**config.mk**
```make
export PLATFORM = sky130hd
export DESIGN_NAME = load_store_unit
export DESIGN_NICKNAME = d
export VERILOG_FILES = /design/src/rtl/load_store_unit.sv
export SDC_FILE = /design/constraint.sdc
export NUM_CORES = 1
export LEC_CHECK = 0
export BUFFER_PORTS_ARGS = -buffer_cell sky130_fd_sc_hd__buf_2
export CAP_MARGIN = 20
export CELL_PAD_IN_SITES_DETAIL_PLACEMENT = 2
export CELL_PAD_IN_SITES_GLOBAL_PLACEMENT = 2
export CORE_MARGIN = 2
export CORE_UTILIZATION = 32
export CTS_CLUSTER_DIAMETER = 50
export DETAILED_ROUTE_END_ITERATION = 6
export PLACE_DENSITY_LB_ADDON = 0.1
export SLEW_MARGIN = 20
export SYNTH_ARGS = -nofsm -noshare
export SYNTH_HDL_FRONTEND = slang
export SYNTH_SLANG_ARGS = --single-unit
```
**constraint.sdc**
```tcl
create_clock -name clk -period 5.4 [get_ports clk]
set_clock_uncertainty 0.2 [all_clocks]
set_input_delay 0.81 -clock clk [delete_from_list [all_inputs] [get_ports clk]]
set_output_delay 0.81 -clock clk [all_outputs]
set_load 0.02 [all_outputs]
```
**src/rtl/load_store_unit.sv**
```systemverilog
// Load/store unit: turns one pipeline memory instruction into a single
// request/response transaction on a simple memory bus, stalling the
// pipeline until the access completes, is rejected, or times out.
//
// Bus handshake: bus_req is the request valid and bus_gnt is its ready.
// A request transfers in the cycle where bus_req=1 and bus_gnt=1. Until then
// bus_req, bus_we, bus_addr, bus_be and bus_wdata are held stable. A load
// then waits for bus_rvalid, which carries bus_rdata. bus_rvalid is only
// honoured while a load response is outstanding.
module load_store_unit #(
  parameter int unsigned TIMEOUT = 16
) (
  input  logic        clk,
  input  logic        rst_n,
  input  logic        mem_en,
  input  logic        MemRW,
  input  logic [1:0]  MemSize,
  input  logic        MemUnsigned,
  input  logic [31:0] addr,
  input  logic [31:0] wdata,
  output logic        stall,
  output logic [31:0] rdata,
  output logic        rdata_valid,
  output logic        misalign,
  output logic        bus_err,
  output logic        bus_req,
  output logic        bus_we,
  output logic [31:0] bus_addr,
  output logic [3:0]  bus_be,
  output logic [31:0] bus_wdata,
  input  logic        bus_gnt,
  input  logic        bus_rvalid,
  input  logic [31:0] bus_rdata
);

  typedef enum logic [1:0] {IDLE, REQ, RESP, DONE} state_t;

  state_t      state, state_nxt;
  logic [7:0]  cnt;
  logic [7:0]  cnt_inc;
  logic        timeout;
  logic        lat_rw;
  logic        lat_uns;
  logic [1:0]  lat_size;
  logic [1:0]  lat_lane;
  logic        legal;
  logic        set_rvalid;
  logic        set_misalign;
  logic        set_err;
  logic [3:0]  be_nxt;
  logic [31:0] wdata_nxt;
  logic [31:0] shifted;
  logic [31:0] ext;

  assign cnt_inc = cnt + 8'd1;
  // The current wait cycle is the TIMEOUT-th one spent in REQ or RESP.
  assign timeout = (cnt_inc == 8'(TIMEOUT));

  // The pipeline is held from the moment a memory instruction shows up until
  // the DONE cycle, where it is released.
  assign stall = ((state == IDLE) && mem_en) || (state == REQ) || (state == RESP);

  // Alignment/size legality and bus lane formatting of the incoming instruction.
  always_comb begin
    legal     = 1'b1;
    be_nxt    = 4'b1111;
    wdata_nxt = wdata;
    case (MemSize)
      2'b00: begin
        be_nxt    = 4'b0001 << addr[1:0];
        wdata_nxt = {4{wdata[7:0]}};
      end
      2'b01: begin
        legal     = ~addr[0];
        be_nxt    = 4'b0011 << addr[1:0];
        wdata_nxt = {2{wdata[15:0]}};
      end
      2'b10:   legal = (addr[1:0] == 2'b00);
      default: legal = 1'b0;
    endcase
  end

  // Pick the addressed lane out of the response word and extend it.
  always_comb begin
    shifted = bus_rdata >> {lat_lane, 3'b000};
    ext     = bus_rdata;
    case (lat_size)
      2'b00:   ext = lat_uns ? {24'h0, shifted[7:0]}  : {{24{shifted[7]}}, shifted[7:0]};
      2'b01:   ext = lat_uns ? {16'h0, shifted[15:0]} : {{16{shifted[15]}}, shifted[15:0]};
      default: ext = bus_rdata;
    endcase
  end

  // Next-state logic and the completion flags reported in DONE.
  always_comb begin
    state_nxt    = state;
    set_rvalid   = 1'b0;
    set_misalign = 1'b0;
    set_err      = 1'b0;
    case (state)
      IDLE: begin
        if (mem_en) begin
          if (legal) begin
            state_nxt = REQ;
          end else begin
            state_nxt    = DONE;
            set_misalign = 1'b1;
          end
        end
      end
      REQ: begin
        if (bus_gnt) begin
          state_nxt = lat_rw ? DONE : RESP;
        end else if (timeout) begin
          state_nxt = DONE;
          set_err   = 1'b1;
        end
      end
      RESP: begin
        if (bus_rvalid) begin
          state_nxt  = DONE;
          set_rvalid = 1'b1;
        end else if (timeout) begin
          state_nxt = DONE;
          set_err   = 1'b1;
        end
      end
      default: state_nxt = IDLE;
    endcase
  end

  // State register.
  always_ff @(posedge clk or negedge rst_n) begin
    if (!rst_n) state <= IDLE;
    else        state <= state_nxt;
  end

  // Request latching, bus outputs, wait counter, load result and pulses.
  always_ff @(posedge clk or negedge rst_n) begin
    if (!rst_n) begin
      cnt         <= 8'd0;
      lat_rw      <= 1'b0;
      lat_uns     <= 1'b0;
      lat_size    <= 2'b00;
      lat_lane    <= 2'b00;
      bus_req     <= 1'b0;
      bus_we      <= 1'b0;
      bus_addr    <= 32'h0;
      bus_be      <= 4'h0;
      bus_wdata   <= 32'h0;
      rdata       <= 32'h0;
      rdata_valid <= 1'b0;
      misalign    <= 1'b0;
      bus_err     <= 1'b0;
    end else begin
      rdata_valid <= set_rvalid;
      misalign    <= set_misalign;
      bus_err     <= set_err;

      if ((state_nxt != state) && ((state_nxt == REQ) || (state_nxt == RESP)))
        cnt <= 8'd0;
      else if ((state == REQ) || (state == RESP))
        cnt <= cnt_inc;

      if ((state == IDLE) && mem_en) begin
        lat_rw    <= MemRW;
        lat_uns   <= MemUnsigned;
        lat_size  <= MemSize;
        lat_lane  <= addr[1:0];
        bus_req   <= legal;
        bus_we    <= MemRW;
        bus_addr  <= {addr[31:2], 2'b00};
        bus_be    <= be_nxt;
        bus_wdata <= wdata_nxt;
      end

      if ((state == REQ) && (state_nxt != REQ))
        bus_req <= 1'b0;

      if (set_rvalid)
        rdata <= ext;
    end
  end

endmodule

```
==> impl_metrics.ini <==
[worst_setup_path]
cp-start-kind = register
crit_type = reg -> reg
crit_arrival_ns = 3.70
end_kind = register
crit_path_start = state[1]
path_max_fanout = 70
r2r-start = state[1]
required_ns = 5.45

[logic_synthesis]
synth_top_area_share_pct = 52.4
async_flop_share_pct = 100
synth-seq-area-share_pct = 52.4
ys_types = 48
synth_area_mm2 = 0.00563
synth_cells = 547
yosys_warnings = 0
synth_edf_count = 0
synth.area.top_cells = dfrtp_1 52%, mux2_2 8.0%, mux2i_1 6.2%
synth.avg_cell_area_um2 = 10.3
ys_ff_latch = 118
synth_area_leader_cell = dfrtp_1
synth-main-ff-cell = dfrtp_1

[cells_and_area]
final_core_util_pct = 43.2
final_common_cell = buf_2
nets = 854
drive_above_1_share_pct = 40.5
final_cell_mix = 207 x buf_2, 118 x dfrtp_1, 76 x nand2_1
synthToLayoutAreaGrowth_pct = 32.2

[global_route]
grtUsageTotal_pct = 20.3
antenna_found_initial = 1
grt_pass1_wl_um = 29100
grt_overflow_total = 0
grt_pass1_vias = 5414
grt_max_degree = 71

[cts]
cts_tree = built
clk_latency_ns = 0.41
cts.clk_slew.worst_paths_ns = 0.06
cts_sinks = 118
numCtsBuffers = 17
hold_buffers = 0
cts-resized-gates = 0
cts_setup_buffers = 0
cts-root-buf = clkbuf_16
h-tree-depth = 4
cts_max_path_buffers = 2

[hold_path]
min_path_type = in -> async

[timing]
finalSetupViolCount = 0
hold_viol = 0
relSlewSlack_pct = 38.5
clock.fmax_ghz = 0.274
tns_ns = 0
period_minus_slack_ns = 3.65
rsz0062_at_grt = false
fin_ws_ns = 1.75
worst_pin_slew_ns = 0.923
finalCritPeriodShare_pct = 67.6
maxSlewViolCount = 0

[routing]
via_per_inst = 5.00
drc = 0
postRouteAntennaNets = 0
routed_wirelength_um = 18600
vias = 4910
first_pass_iters = 4
wl_per_cell_um = 18.9
drtIter0Drc = 162

[flow_run]
drv_cap = 0

[floorplanning]
fp.dieW_um = 137
dieArea_mm2 = 0.0187
row_count = 48
coreArea_mm2 = 0.0172
io_pins = 211
die_h_um = 137
start_util_pct = 32.7

[power]
total_power_w = 0.00498
power_density_mw_per_mm2 = 669
cellLeakagePower_nw = 3.60
ir_drop_mv = 0.246

[placement]
gp_congestion = 0.799
io_buffers = 208
hpwl_um = 13500
dp_slack_ns = 1.30

[status]
outcome = complete, no violations
final timing paths:
| kind | end | slack [ns] | depth (start not counted) |
|---|---|---|---|
| worst max-delay path | cnt[5] | 1.75 | 11 |
| worst min-delay path | bus_addr[19] | 0.18 | 1 |
| worst max register to register | cnt[5] | 1.75 | 11 |
| worst min register to register | rdata[9] | 0.27 | 2 |
| max in group asynchronous | rdata[31] | 3.78 | 2 |
| min in group clk | rdata[9] | 0.27 | 2 |
metrics by stage:
step | hold WS, ns | area (um2) | std cells
floorplan | 0.305 | 5640 | 548
global placement | 0.255 | 6820 | 949
detailed placement | 0.270 | 6820 | 949
CTS | 0.177 | 7440 | 981
global route | 0.195 | 7440 | 981
finish | 0.178 | 7450 | 982
flip-flops by register name, summed over array words and instances, names as in the netlist:
| signal | count |
|---|---|
| bus_addr | 30 |
| bus_be | 4 |
| bus_err | 1 |
| bus_req | 1 |
| bus_wdata | 32 |
| cnt | 8 |
| lat_lane | 2 |
| lat_rw | 1 |
| lat_size | 2 |
| lat_uns | 1 |
| misalign | 1 |
| rdata | 32 |
| rdata_valid | 1 |
| state | 2 |
final cells by class:
| type | instances | area, um2 |
|---|---|---|
| well taps | 225 | 282 |
| clock inverters | 13 | 180 |
| flip-flops and latches | 118 | 2950 |
| clock buffers | 19 | 443 |
| repair buffers | 212 | 1070 |
| diodes | 1 | 2.50 |
| multi-input cells | 384 | 2480 |
| fillers | 1870 | 9790 |
| inverters | 10 | 37.5 |
routing by layer:
layer	global-route usage [%]	vias up	wire length [um]
li1	-	2284	-
met1	24.6	2471	7630
met5	0	-	0
met4	5.21	0	159
met2	35.2	139	9620
met3	5.96	16	1180
cells in the mapped netlist (all sizes together) (5+ instances only):
master  number
mux2        40
a21oi       42
o22ai       10
buf         13
dfrtp      118
xor2         5
nor2        46
ha           6
inv         10
mux2i       35
nor3        12
o21ai       69
clkbuf      23
nand2       79
worst max-delay path: stages, from the launching register on:
cell      delay, ns
dfrtp_1        0.50
inv_1          0.13
ha_1           0.25
nand2_2        0.12
buf_4          0.53
o2111a_1       0.30
nor2_1         0.07
ha_1           0.35
nor2_1         0.10
o21ai_0        0.09
nor3_1         0.73
nor3_1         0.12
logic make-up after synthesis:
family	share of synthesized area (%)
simple gates	12.6
compound gates	14.1
flops	52.4
mux	14.6
buf+inv	3.78
xor+xnor	1.09
fa+ha+maj	1.33
other cells	0.0666
where the power goes:
| part | switching (W) | leakage, nW | internal (W) |
|---|---|---|---|
| logic | 0.00137 | 1.87 | 0.000798 |
| registers | 0.000315 | 1.44 | 0.00130 |
| clock network | 0.000414 | 0.299 | 0.000782 |
| total | 0.00210 | 3.60 | 0.00288 |
(Power assumes the default switching activity.)
